===== src/rtl/uart_pkg.sv =====
// Shared types and helpers for the UART receive front end.
package uart_pkg;

  typedef enum logic [2:0] {
    StIdle,
    StStart,
    StData,
    StParity,
    StStop,
    StBreak
  } rx_state_e;

  localparam logic [1:0] CfgBits5 = 2'b00;
  localparam logic [1:0] CfgBits6 = 2'b01;
  localparam logic [1:0] CfgBits7 = 2'b10;
  localparam logic [1:0] CfgBits8 = 2'b11;

  function automatic logic [3:0] bits_from_cfg(input logic [1:0] cfg);
    case (cfg)
      CfgBits5: return 4'd5;
      CfgBits6: return 4'd6;
      CfgBits7: return 4'd7;
      default:  return 4'd8;
    endcase
  endfunction

  // Unused data bits must be zero so they do not disturb the reduction.
  function automatic logic parity_error(input logic [7:0] data, input logic par_bit,
                                        input logic odd);
    return (^data) ^ par_bit ^ odd;
  endfunction

endpackage


===== src/rtl/uart_rx_sync.sv =====
// Two-flop synchroniser for the asynchronous serial line plus falling-edge detect.
module uart_rx_sync (
  input  logic pclk,
  input  logic preset,
  input  logic uart_rx,
  output logic rx_sync,
  output logic rx_fall
);

  logic s1_q, s2_q, prev_q;

  // Idle-high reset values keep a reset release from looking like a start edge.
  always_ff @(posedge pclk) begin
    if (preset) begin
      s1_q   <= 1'b1;
      s2_q   <= 1'b1;
      prev_q <= 1'b1;
    end else begin
      s1_q   <= uart_rx;
      s2_q   <= s1_q;
      prev_q <= s2_q;
    end
  end

  assign rx_sync = s2_q;
  assign rx_fall = ~s2_q & prev_q;

endmodule


===== src/rtl/uart_rx_frontend.sv =====
// UART receive front end: start detect, majority-voted bit sampling, one-entry holding register.
module uart_rx_frontend
  import uart_pkg::*;
#(
  parameter int unsigned BAUD_DIV = 16,
  parameter int unsigned CNT_W    = 16
) (
  input  logic       pclk,
  input  logic       preset,
  input  logic       rx_en,
  input  logic [1:0] cfg_bits,
  input  logic       cfg_par_en,
  input  logic       cfg_par_odd,
  input  logic       uart_rx,
  output logic [7:0] rx_data,
  output logic       rx_valid,
  input  logic       rx_ready,
  output logic       rx_frame_err,
  output logic       rx_par_err,
  output logic       rx_overrun,
  output logic       rx_break,
  output logic       rx_busy
);

  localparam logic [CNT_W-1:0] CntMax    = CNT_W'(BAUD_DIV - 1);
  localparam logic [CNT_W-1:0] SampleLo  = CNT_W'(BAUD_DIV / 2 - 1);
  localparam logic [CNT_W-1:0] SampleMid = CNT_W'(BAUD_DIV / 2);
  localparam logic [CNT_W-1:0] SampleHi  = CNT_W'(BAUD_DIV / 2 + 1);

  logic rx_sync, rx_fall;

  uart_rx_sync u_sync (
    .pclk    (pclk),
    .preset  (preset),
    .uart_rx (uart_rx),
    .rx_sync (rx_sync),
    .rx_fall (rx_fall)
  );

  rx_state_e        state_q, state_d;
  logic [CNT_W-1:0] cnt_q, cnt_d;
  logic [1:0]       votes_q, votes_d;
  logic [7:0]       shift_q, shift_d;
  logic [3:0]       bit_idx_q, bit_idx_d;
  logic             par_bit_q, par_bit_d;
  logic             par_err_q, par_err_d;
  logic [1:0]       cfg_bits_q, cfg_bits_d;
  logic             cfg_par_en_q, cfg_par_en_d;
  logic             cfg_par_odd_q, cfg_par_odd_d;
  logic [7:0]       data_q, data_d;
  logic             valid_q, valid_d;
  logic             ferr_q, ferr_d;
  logic             perr_q, perr_d;
  logic             overrun_q, overrun_d;
  logic             break_q, break_d;

  logic       bit_done;
  logic [1:0] vote_sum;
  logic       bit_val;
  logic [3:0] nbits;

  assign nbits    = bits_from_cfg(cfg_bits_q);
  assign bit_done = (cnt_q == SampleHi);
  assign vote_sum = votes_q + {1'b0, rx_sync};
  assign bit_val  = vote_sum[1];

  always_comb begin
    state_d       = state_q;
    cnt_d         = cnt_q;
    votes_d       = votes_q;
    shift_d       = shift_q;
    bit_idx_d     = bit_idx_q;
    par_bit_d     = par_bit_q;
    par_err_d     = par_err_q;
    cfg_bits_d    = cfg_bits_q;
    cfg_par_en_d  = cfg_par_en_q;
    cfg_par_odd_d = cfg_par_odd_q;
    data_d        = data_q;
    valid_d       = valid_q;
    ferr_d        = ferr_q;
    perr_d        = perr_q;
    overrun_d     = 1'b0;
    break_d       = 1'b0;

    if (valid_q && rx_ready) valid_d = 1'b0;

    if (state_q != StIdle && state_q != StBreak) begin
      cnt_d = (cnt_q == CntMax) ? '0 : cnt_q + CNT_W'(1);
      if (cnt_q == SampleLo) begin
        votes_d = {1'b0, rx_sync};
      end else if (cnt_q == SampleMid) begin
        votes_d = vote_sum;
      end
    end

    if (state_q != StIdle && !rx_en) begin
      state_d = StIdle;
    end else begin
      unique case (state_q)
        StIdle: begin
          if (rx_en && rx_fall) begin
            state_d       = StStart;
            cnt_d         = '0;
            shift_d       = '0;
            bit_idx_d     = '0;
            par_bit_d     = 1'b0;
            par_err_d     = 1'b0;
            cfg_bits_d    = cfg_bits;
            cfg_par_en_d  = cfg_par_en;
            cfg_par_odd_d = cfg_par_odd;
          end
        end
        StStart: begin
          if (bit_done) state_d = bit_val ? StIdle : StData;
        end
        StData: begin
          if (bit_done) begin
            shift_d = {bit_val, shift_q[7:1]};
            if (bit_idx_q == nbits - 4'd1) begin
              state_d = cfg_par_en_q ? StParity : StStop;
            end else begin
              bit_idx_d = bit_idx_q + 4'd1;
            end
          end
        end
        StParity: begin
          if (bit_done) begin
            par_bit_d = bit_val;
            par_err_d = parity_error(shift_q, bit_val, cfg_par_odd_q);
            state_d   = StStop;
          end
        end
        StStop: begin
          if (bit_done) begin
            state_d = StIdle;
            // Every sampled bit low: treat as a line break rather than a byte.
            if (!bit_val && shift_q == 8'h00 && !par_bit_q) begin
              break_d = 1'b1;
              state_d = StBreak;
            end else if (!valid_q || rx_ready) begin
              data_d  = shift_q >> (4'd8 - nbits);
              valid_d = 1'b1;
              ferr_d  = ~bit_val;
              perr_d  = par_err_q;
            end else begin
              overrun_d = 1'b1;
            end
          end
        end
        StBreak: begin
          if (rx_sync) state_d = StIdle;
        end
        default: state_d = StIdle;
      endcase
    end
  end

  always_ff @(posedge pclk) begin
    if (preset) begin
      state_q       <= StIdle;
      cnt_q         <= '0;
      votes_q       <= '0;
      shift_q       <= '0;
      bit_idx_q     <= '0;
      par_bit_q     <= 1'b0;
      par_err_q     <= 1'b0;
      cfg_bits_q    <= '0;
      cfg_par_en_q  <= 1'b0;
      cfg_par_odd_q <= 1'b0;
      data_q        <= '0;
      valid_q       <= 1'b0;
      ferr_q        <= 1'b0;
      perr_q        <= 1'b0;
      overrun_q     <= 1'b0;
      break_q       <= 1'b0;
    end else begin
      state_q       <= state_d;
      cnt_q         <= cnt_d;
      votes_q       <= votes_d;
      shift_q       <= shift_d;
      bit_idx_q     <= bit_idx_d;
      par_bit_q     <= par_bit_d;
      par_err_q     <= par_err_d;
      cfg_bits_q    <= cfg_bits_d;
      cfg_par_en_q  <= cfg_par_en_d;
      cfg_par_odd_q <= cfg_par_odd_d;
      data_q        <= data_d;
      valid_q       <= valid_d;
      ferr_q        <= ferr_d;
      perr_q        <= perr_d;
      overrun_q     <= overrun_d;
      break_q       <= break_d;
    end
  end

  assign rx_data      = data_q;
  assign rx_valid     = valid_q;
  assign rx_frame_err = ferr_q;
  assign rx_par_err   = perr_q;
  assign rx_overrun   = overrun_q;
  assign rx_break     = break_q;
  assign rx_busy      = (state_q != StIdle);

endmodule

===== config.mk =====
export PLATFORM = sky130hd
export DESIGN_NAME = uart_rx_frontend
export DESIGN_NICKNAME = d
export VERILOG_FILES = /design/src/rtl/uart_pkg.sv /design/src/rtl/uart_rx_sync.sv /design/src/rtl/uart_rx_frontend.sv
export SDC_FILE = /design/constraint.sdc
export NUM_CORES = 1
export LEC_CHECK = 0
export ABC_AREA = 1
export BUFFER_PORTS_ARGS = -buffer_cell sky130_fd_sc_hd__buf_4
export CAP_MARGIN = 20
export CORE_MARGIN = 2
export CORE_UTILIZATION = 45
export DETAILED_ROUTE_END_ITERATION = 10
export MAX_ROUTING_LAYER = met4
export SKIP_CTS_REPAIR_TIMING = 1
export SYNTH_ARGS = -nofsm -noshare
export SYNTH_HDL_FRONTEND = slang
export SYNTH_SLANG_ARGS = --single-unit

===== constraint.sdc =====
create_clock -name pclk -period 1.8 [get_ports pclk]
set_clock_uncertainty 0.2 [all_clocks]
set_input_delay 0.09 -clock pclk [delete_from_list [all_inputs] [get_ports pclk]]
set_output_delay 0.09 -clock pclk [all_outputs]
set_load 0.02 [all_outputs]

==> flow_summary.yaml, run 1 <==
logic_synthesis:
  synth_nets: 504
  ys_top_cells_by_area: "sky130_fd_sc_hd__dfxtp_1, sky130_fd_sc_hd__nand2_1, sky130_fd_sc_hd__nor2_1, sky130_fd_sc_hd__inv_1, sky130_fd_sc_hd__o21ai_0"
  syn_inst: 484
  synth_top_area_share_pct: 34.19
  synth.most_common_cell: "sky130_fd_sc_hd__nand2_1"
  synth_cell_types: 38
  asyncSetResetFlopFracSynth_pct: 0
  synthFlopType: "sky130_fd_sc_hd__dfxtp_1"
  mean_post_synth_cell_area_um2: 6.654
  synth_edf_count: 0
  synth.yosys.seq_area_share_pct: 34.19
  synthesis.yosys.warnings: 0
  synth_top_cell_by_area: "sky130_fd_sc_hd__dfxtp_1"
  syn_area_mm2: 0.003221
  ys_ff_latch: 55
  synth_commonest_cells: "sky130_fd_sc_hd__nand2_1, sky130_fd_sc_hd__nor2_1, sky130_fd_sc_hd__inv_1, sky130_fd_sc_hd__dfxtp_1, sky130_fd_sc_hd__o21ai_0"
finish:
  number_of_filler_cells_placed_in_the_layout: 661
  final_design_area_no_fill_mm2: 0.004167
  antenna_cells: 0
  drive_gt1_share_pct: 30.55
  design.final.nets: 569
  fin_util_pct: 60.66
  area_growth_pct: 29.37
drt:
  remaining_drc_errors: 0
  detailedRoute.firstPassIterationCount: 5
  initialDrtViolationCount: 162
  total_detailed_routing_wirelength_um: 7409
  wl_per_cell_um: 11.47
  antenna_left: 0
  via_count: 3138
  vias_per_cell: 4.858
clocking:
  cts_root_buf: "sky130_fd_sc_hd__clkbuf_8"
  cts.path.max_buffers: 2
  cts_max_level: 2
  cts_inserted_buffers: 5
  clk_transition_reported_paths_ps: 100
  clk-insertion-delay-late_ps: 320
  clock_sink_count: 55
  cts_tree: "built"
grt:
  antenna_found_initial: 0
  grt_pass1_wl_um: 11730
  via_count_of_the_first_global_routing_pass: 2645
  track_usage_pct: 19.51
  grt_overflow_total: 0
  grt_start_max_net_pins: 19
floorplan:
  fp-row-count: 30
  initial_core_util_pct: 46.89
  design.die.area_mm2: 0.007850
  design.portCount: 23
  die_width_um: 88.60
  die_outline_height_um: 88.60
  coreArea_mm2: 0.006869
outcome:
  result_of_the_run: "complete, but fails checks"
  violated_checks: "negative hold slack"
timing:
  rsz0062_at_grt: "true"
  shortest_clock_period_the_worst_path_allows_after_layout_ps: 1745
  finalSetupViolCount: 0
  holdWs_ps: -6.775
  slew_violations: 0
  worst_tran_pin_value_ps: 334.0
  finalHoldViolations: 1
  timing.fmax_mhz: 573.1
  timing.final.crit_share_pct: 96.93
  relSlewSlack_pct: 77.50
critical_path:
  critical_path_sink_type: "flip-flop"
  ff2ff_path_depth: 10
  timing_worst_setup_path_type: "flip-flop to flip-flop"
  critical_path.reg2reg.endpoint: "rx_data[2]$_SDFFE_PP0P_"
  worst-path-max-fanout: 8
  regToRegSetupSlack_ps: 60
  setup.worst_path.start_class: "flip-flop"
  critical_path.reg2reg.startpoint: "cnt_q[1]$_SDFF_PP0_"
  cp_launch_point: "cnt_q[1]$_SDFF_PP0_"
  timing.critical_path.arrival_ps: 1800
  worst_setup_path_endpoint: "rx_data[2]$_SDFFE_PP0P_"
  cp_data_required_time_ps: 1860
place:
  globalplace.congestion: 0.8973
  numPortBuffers: 22
  dp_hpwl_um: 5602
  placement.cell_area_mm2: 0.003674
worst_hold_path:
  hold_path.class: "primary input to flip-flop"
pwr:
  leakagePower_nw: 1.771
  power_density_mw_per_mm2: 892.5
  peak_supply_drop_mv: 0.5627
flow_run:
  cap_viol_max_count: 0
-- through the flow --
stage	total power (W)	std cells	setup TNS [ps]	hold WS [ps]	worst slack, ps
floorplan	0.002401	484	0	-6.189	25.00
global placement	0.002718	624	-1.602	74.54	-0.8705
detailed placement	0.002733	624	-224.3	78.87	-38.27
CTS	0.003484	632	-674.4	-253.6	-60.09
global route	0.003998	646	-514.3	7.446	-62.95
finish	0.003718	646	0	-6.775	55.24
-- registers in the layout, summed over array words and instances (netlist names), 2 cells and up --
name	flops
cnt_q	16
rx_data	8
shift_q	8
bit_idx_q	4
state_q	3
cfg_bits_q	2
votes_q	2
-- layout make-up --
cell class / count / area (um^2) / area share [%]
repair buffers: 65 / 509.2 / 12.22
clock buffers: 6 / 82.58 / 1.982
inverters: 69 / 271.5 / 6.517
well taps: 96 / 120.1 / 2.883
flip-flops and latches: 55 / 1124 / 26.97
clock inverters: 2 / 16.27 / 0.3904
multi-input cells: 353 / 2043 / 49.04
-- where the power goes --
part / internal [W] / switching (W) / total (W) / leakage, nW
sequential: 0.00132 / 0.0000872 / 0.00140 / 0.452
clock: 0.000315 / 0.000432 / 0.000747 / 0.0474
combinational: 0.000626 / 0.000942 / 0.00157 / 1.27
total: 0.00226 / 0.00146 / 0.00372 / 1.77
-- cells by family (layout without fill, tap and decap cells) --
group	after synthesis	count (layout)	synth area share [%]
AOI/OAI and AO/OA	69	69	11.62
xor gates and xnor gates	5	5	1.360
and+or+nand+nor	268	268	38.58
DFF	55	55	34.19
adders and majority gates	11	11	4.273
buffers and inverters	76	142	9.985
-- critical path: stages (launching register included) --
cell and delay, ps:
sky130_fd_sc_hd__dfxtp_2 360, sky130_fd_sc_hd__inv_4 70, sky130_fd_sc_hd__ha_4 140, sky130_fd_sc_hd__nand3_4 90, sky130_fd_sc_hd__nor2_2 110, sky130_fd_sc_hd__nand2_2 110
sky130_fd_sc_hd__inv_2 100, sky130_fd_sc_hd__nand4_4 100, sky130_fd_sc_hd__nor2_4 260, sky130_fd_sc_hd__nor2_1 60, sky130_fd_sc_hd__nor2_1 90
-- cells in the final DEF, fill, tap and decap left out, types with 9 or more instances in the layout --
cell type,synthesis,routed
sky130_fd_sc_hd__nand2_2,7,17
sky130_fd_sc_hd__inv_1,58,55
sky130_fd_sc_hd__o21ai_0,34,28
sky130_fd_sc_hd__nand3_1,31,27
sky130_fd_sc_hd__nor2_1,84,70
sky130_fd_sc_hd__nor2_4,4,9
sky130_fd_sc_hd__dfxtp_1,55,39
sky130_fd_sc_hd__nor2_2,4,13
sky130_fd_sc_hd__nand2_1,107,95
sky130_fd_sc_hd__buf_4,1,57
sky130_fd_sc_hd__a21oi_1,25,24
sky130_fd_sc_hd__nand4_1,9,9
sky130_fd_sc_hd__dfxtp_2,0,15
sky130_fd_sc_hd__inv_2,7,9
-- layer usage --
metal | GRT usage (%) | routed length, um | up-vias
met5 | - | 0 | -
li1 | - | - | 1664
met2 | 29.53 | 3281 | 71
met3 | 3.172 | 327 | 9
met1 | 27.21 | 3692 | 1394
met4 | 4.959 | 107 | 0
-- worst min-delay path by stage --
| stage | from | end | slack, ps | cells past startpoint |
|---|---|---|---|---|
| after global routing | rx_en | cnt_q[15]$_SDFF_PP0_ | 7 | 4 |
| after floorplan | uart_rx | u_sync.s1_q$_SDFF_PP1_ | -6 | 1 |
| after global placement | uart_rx | u_sync.s1_q$_SDFF_PP1_ | 70 | 2 |
| after CTS | uart_rx | u_sync.s1_q$_SDFF_PP1_ | -250 | 2 |
| after detailed placement | uart_rx | u_sync.s1_q$_SDFF_PP1_ | 80 | 2 |
| final | rx_en | cnt_q[15]$_SDFF_PP0_ | -7 | 4 |
No activity file was read; power rests on OpenSTA's default activity.
==> run 2: changes to the inputs <==
- CTS_CLUSTER_DIAMETER: unset -> 60
- clock period: 1.8 -> 2.05 ns (I/O delays scaled with it)
==> flow_summary.yaml, run 2 (synthesized netlist as in run 1, its figures left out) <==
critical_path:
  ff2ff_path_depth: 9
  regToRegSetupSlack_ps: 160
  critical_path.reg2reg.startpoint: "cnt_q[1]$_SDFF_PP0_"
  critical_path_sink_type: "flip-flop"
  setup.worst_path.start_class: "flip-flop"
  cp_data_required_time_ps: 2050
  worst-path-max-fanout: 10
  timing.critical_path.arrival_ps: 1890
  critical_path.reg2reg.endpoint: "rx_data[3]$_SDFFE_PP0P_"
  cp_launch_point: "cnt_q[1]$_SDFF_PP0_"
  timing_worst_setup_path_type: "flip-flop to flip-flop"
timing:
  slew_violations: 0
  timing.fmax_mhz: 528.9
  finalSetupViolCount: 0
  finalHoldViolations: 0
  finalSetupTns_ps: 0
  rsz0062_at_grt: "false"
  worst_tran_pin_value_ps: 313.5
  postLayoutSetupSlackWorst_ps: 159.4
  relSlewSlack_pct: 78.88
  timing.final.crit_share_pct: 92.22
  shortest_clock_period_the_worst_path_allows_after_layout_ps: 1891
finish:
  layout.cells.most_common_list: "sky130_fd_sc_hd__nand2_1, sky130_fd_sc_hd__nor2_1, sky130_fd_sc_hd__inv_1"
  antenna_cells: 0
  layout_commonest_cell: "sky130_fd_sc_hd__nand2_1"
  area_growth_pct: 14.65
  drive_gt1_share_pct: 14.78
  largest_register_ffs: 16
  top_register_by_number_of_flip_flops: "cnt_q"
  final_cells: 617
  design.final.nets: 541
drt:
  wl_per_cell_um: 11.26
  antenna_left: 0
  via_count: 2951
  initialDrtViolationCount: 131
  detailedRoute.firstPassIterationCount: 5
  total_detailed_routing_wirelength_um: 6950
  vias_per_cell: 4.783
  remaining_drc_errors: 0
pwr:
  leakagePower_nw: 1.594
  power_density_mw_per_mm2: 812.7
  peak_supply_drop_mv: 0.5178
  total_power_w: 0.003001
place:
  numPortBuffers: 22
  placement.setup.worst_slack_ps: 87.18
  place_inst: 602
  globalplace.congestion: 0.8470
  dp_hpwl_um: 5370
outcome:
  result_of_the_run: "finished clean"
clocking:
  clk_transition_reported_paths_ps: 100
  cts_root_buf: "sky130_fd_sc_hd__clkbuf_8"
  cts_max_level: 2
  cts_tree: "built"
  clk-insertion-delay-late_ps: 300
  cts_inserted_buffers: 5
  clock_sink_count: 55
  cts.path.max_buffers: 2
floorplan:
  design.die.area_mm2: 0.007850
  initial_core_util_pct: 46.89
  design.portCount: 23
  die_outline_height_um: 88.60
  coreArea_mm2: 0.006869
  die_width_um: 88.60
  fp-row-count: 30
grt:
  track_usage_pct: 20.43
  grt_pass1_wl_um: 12280
  antenna_found_initial: 0
  grt_start_max_net_pins: 19
  via_count_of_the_first_global_routing_pass: 2726
  grt_overflow_total: 0
worst_hold_path:
  min_from: "rx_en"
  worst_hold_path.endpoint: "cnt_q[15]$_SDFF_PP0_"
  hold_path.class: "primary input to flip-flop"
  cell_count_of_the_worst_hold_path: 4
flow_run:
  cap_viol_max_count: 0
==> run 2: cell count changes in the layout (fill, tap and decap cells not counted), moves of 4 or more <==
cell	delta
sky130_fd_sc_hd__buf_4	-28
sky130_fd_sc_hd__nor2_1	+14
sky130_fd_sc_hd__dfxtp_1	+13
sky130_fd_sc_hd__dfxtp_2	-12
sky130_fd_sc_hd__nand2_1	+12
sky130_fd_sc_hd__nand2_2	-10
sky130_fd_sc_hd__ha_1	+9
sky130_fd_sc_hd__nor2_2	-9
sky130_fd_sc_hd__ha_4	-6
sky130_fd_sc_hd__nor2_4	-5
sky130_fd_sc_hd__nand3_1	+4
sky130_fd_sc_hd__o21ai_2	-4
==> run 2: worst max path at each step <==
| stage | to | slack [ps] | cells after the start |
|---|---|---|---|
| 3_5_place_dp | cnt_q[4]$_SDFF_PP0_ | 90 | 9 |
| 5_1_grt | rx_data[3]$_SDFFE_PP0P_ | 2 | 10 |
| 2_1_floorplan | state_q[2]$_SDFFE_PP0P_ | 250 | 11 |
| 3_3_place_gp | cnt_q[4]$_SDFF_PP0_ | 80 | 9 |
| 4_1_cts | cnt_q[4]$_SDFF_PP0_ | 70 | 9 |
| 6_report | rx_data[3]$_SDFFE_PP0P_ | 160 | 9 |
==> run 2: report_power, final <==
| group | internal, W | switching [W] | leakage, nW |
|---|---|---|---|
| clock | 0.000359 | 0.000340 | 0.0513 |
| combinational | 0.000364 | 0.000702 | 1.10 |
| sequential | 0.00115 | 0.0000902 | 0.446 |
==> run 2: critical path, cell delays in order, from the launching register on <==
cell                      delay [ps]
sky130_fd_sc_hd__dfxtp_1         340
sky130_fd_sc_hd__inv_1           100
sky130_fd_sc_hd__ha_1            160
sky130_fd_sc_hd__nand3_1         140
sky130_fd_sc_hd__inv_1           100
sky130_fd_sc_hd__nand3_2         160
sky130_fd_sc_hd__nor2_2          210
sky130_fd_sc_hd__nand2_2         140
sky130_fd_sc_hd__o21ai_0         180
sky130_fd_sc_hd__nor2_1           70
==> run 2: layer usage <==
layer / part of all wire, % / vias to the layer above / track usage, %
met5: 0 / - / -
met2: 43 / 48 / 31.03
met3: 3.5 / 7 / 2.799
li1: - / 1606 / -
met4: 1.2 / 0 / 4.959
met1: 53 / 1290 / 28.83
==> run 2: stage by stage <==
| stage | instance area [um^2] | utilization (%) | hold WS (ps) |
|---|---|---|---|
| 2_1_floorplan | 3221 | - | 6.311 |
| 3_3_place_gp | 3506 | 51.04 | 88.70 |
| 3_5_place_dp | 3506 | 51.04 | 92.99 |
| 4_1_cts | 3608 | 52.53 | -232.8 |
| 5_1_grt | 3692 | 53.75 | 74.27 |
| 6_report | 3692 | 53.75 | 51.16 |
==> run 2: cell type report <==
type | count | area, um^2
sequential | 55 | 1105
timing repair buffer | 37 | 297.8
clock buffer | 6 | 72.57
clock inverter | 1 | 30.03
fill | 713 | 3177
multi-input combinational | 353 | 1798
tap | 96 | 120.1
inverter | 69 | 269.0
==> run 3: changes to the inputs <==
--- a/config.mk
+++ b/config.mk
@@ -8,3 +8,3 @@
 export ABC_AREA = 1
-export BUFFER_PORTS_ARGS = -buffer_cell sky130_fd_sc_hd__buf_4
+export BUFFER_PORTS_ARGS = -buffer_cell sky130_fd_sc_hd__buf_2
 export CAP_MARGIN = 20
--- a/constraint.sdc
+++ b/constraint.sdc
@@ -4,2 +4,2 @@
 set_output_delay 0.1025 -clock pclk [all_outputs]
-set_load 0.02 [all_outputs]
+set_load 0.05 [all_outputs]
==> flow_summary.yaml, run 3 (synthesized netlist as in run 1, its figures left out) <==
clocking:
  cts_inserted_buffers: 5
  cts_root_buf: "sky130_fd_sc_hd__clkbuf_8"
  clk_transition_reported_paths_ps: 100
  cts.path.max_buffers: 2
  clock_sink_count: 55
  clk-insertion-delay-late_ps: 310
  cts_tree: "built"
  cts_max_level: 2
finish:
  layout_commonest_cell: "sky130_fd_sc_hd__nand2_1"
  drive_gt1_share_pct: 15.55
  design.final.nets: 540
  fin_util_pct: 53.04
  antenna_cells: 0
  layout.cells.most_common_list: "sky130_fd_sc_hd__nand2_1, sky130_fd_sc_hd__nor2_1, sky130_fd_sc_hd__inv_1"
  final_design_area_no_fill_mm2: 0.003643
  area_growth_pct: 13.13
  number_of_filler_cells_placed_in_the_layout: 710
  top_register_by_number_of_flip_flops: "cnt_q"
  largest_register_ffs: 16
critical_path:
  worst-path-max-fanout: 10
  regToRegSetupSlack_ps: 200
  critical_path_sink_type: "flip-flop"
  critical_path.reg2reg.endpoint: "rx_data[1]$_SDFFE_PP0P_"
  setup.worst_path.start_class: "flip-flop"
  critical_path.top_delay_family: "simple AND/OR/NAND/NOR gates"
  cp_data_required_time_ps: 2060
  timing_worst_setup_path_type: "flip-flop to flip-flop"
  cp_launch_point: "cnt_q[1]$_SDFF_PP0_"
  cpPeakStageDelay_ps: 340
  critical_path.reg2reg.startpoint: "cnt_q[1]$_SDFF_PP0_"
  crit_top_cell: "sky130_fd_sc_hd__inv_1"
  critPathBufInv: 2
  ff2ff_path_depth: 9
  timing.critical_path.slowest_stage_cell: "sky130_fd_sc_hd__dfxtp_1"
  timing.critical_path.arrival_ps: 1860
  crit_chain: "inv_1 > ha_1 > nand3_1 > inv_1 > nand3_2 > nor2_2 > nand2_2 > o21ai_0 > nor2_1"
place:
  dp_hpwl_um: 5348
  placement.cell_area_mm2: 0.003458
  globalplace.congestion: 0.8789
  numPortBuffers: 22
floorplan:
  design.portCount: 23
  design.die.area_mm2: 0.007850
  coreArea_mm2: 0.006869
  fp-row-count: 30
  initial_core_util_pct: 46.89
  die_outline_height_um: 88.60
  die_width_um: 88.60
drt:
  wl_per_cell_um: 11.26
  antenna_left: 0
  detailedRoute.firstPassIterationCount: 4
  remaining_drc_errors: 0
  via_count: 2955
  initialDrtViolationCount: 171
  total_detailed_routing_wirelength_um: 6945
  vias_per_cell: 4.789
worst_hold_path:
  cell_count_of_the_worst_hold_path: 4
  hold_path.class: "primary input to flip-flop"
  min_from: "rx_ready"
  worst_hold_path.endpoint: "rx_overrun$_SDFF_PP0_"
timing:
  slew_violations: 0
  worst_tran_pin_value_ps: 403.1
  timing.final.crit_share_pct: 90.35
  shortest_clock_period_the_worst_path_allows_after_layout_ps: 1852
  relSlewSlack_pct: 73.09
  finalSetupTns_ps: 0
  holdWs_ps: -15.35
  timing.fmax_mhz: 539.9
  rsz0062_at_grt: "false"
  finalSetupViolCount: 0
  finalHoldViolations: 1
pwr:
  peak_supply_drop_mv: 0.5369
  power_density_mw_per_mm2: 846.3
  leakagePower_nw: 1.596
outcome:
  result_of_the_run: "complete, but fails checks"
  violated_checks: "negative hold slack"
grt:
  grt_start_max_net_pins: 19
  grt_pass1_wl_um: 12030
  grt_overflow_total: 0
  track_usage_pct: 19.87
  antenna_found_initial: 0
  via_count_of_the_first_global_routing_pass: 2705
flow_run:
  cap_viol_max_count: 0
[run 3: cell count changes in the layout (fill, tap and decap cells not counted), sizes merged]
cell,previous run,this run
buf,29,30
dlygate4sd3,8,6
clkinv,2,3
[run 3: how the worst max path moves through the flow]
stage / slack (ps) / to / depth (start not counted)
finish: 200 / rx_data[1]$_SDFFE_PP0P_ / 9
global route: 10 / rx_data[3]$_SDFFE_PP0P_ / 10
CTS: 60 / cnt_q[4]$_SDFF_PP0_ / 9
detailed placement: 90 / cnt_q[4]$_SDFF_PP0_ / 9
global placement: 90 / cnt_q[4]$_SDFF_PP0_ / 9
floorplan: 250 / state_q[2]$_SDFFE_PP0P_ / 11
[run 3: power breakdown]
group	switching [W]	total, W	leakage, nW	internal, W
combinational	0.000745	0.00111	1.09	0.000362
clock	0.000354	0.000750	0.0612	0.000396
sequential	0.0000825	0.00123	0.447	0.00114
[run 3: final cells by class]
type                            count  area [um^2]  area share (%)
Multi-Input combinational cell    353         1803           49.48
Inverter                           69        269.0           7.383
Clock inverter                      2        35.03          0.9615
Timing Repair Buffer               36        230.2           6.319
Sequential cell                    55         1104           30.29
Tap cell                           96        120.1           3.297
Clock buffer                        6        82.58           2.266
[run 3: per-stage QoR]
step	instances	power, W	worst slack (ps)
2_1_floorplan	484	0.002128	246.0
3_3_place_gp	603	0.002338	89.79
3_5_place_dp	603	0.002345	88.85
4_1_cts	611	0.003093	64.97
5_1_grt	617	0.003334	11.32
6_report	617	0.003084	197.8
[run 3: tightest hold or removal path: stages]
cell                     delay (ps)
sky130_fd_sc_hd__buf_2           70
sky130_fd_sc_hd__nor2_1          70
sky130_fd_sc_hd__inv_1          140
sky130_fd_sc_hd__nor4_1          70
[run 3: metal layers]
metal / vias to the layer above / wire length (um) / global-route usage [%]
li1: 1608 / - / -
met1: 1298 / 3661 / 26.90
met2: 45 / 2989 / 30.90
met3: 4 / 246 / 3.358
met4: 0 / 48 / 5.096
met5: - / 0 / -
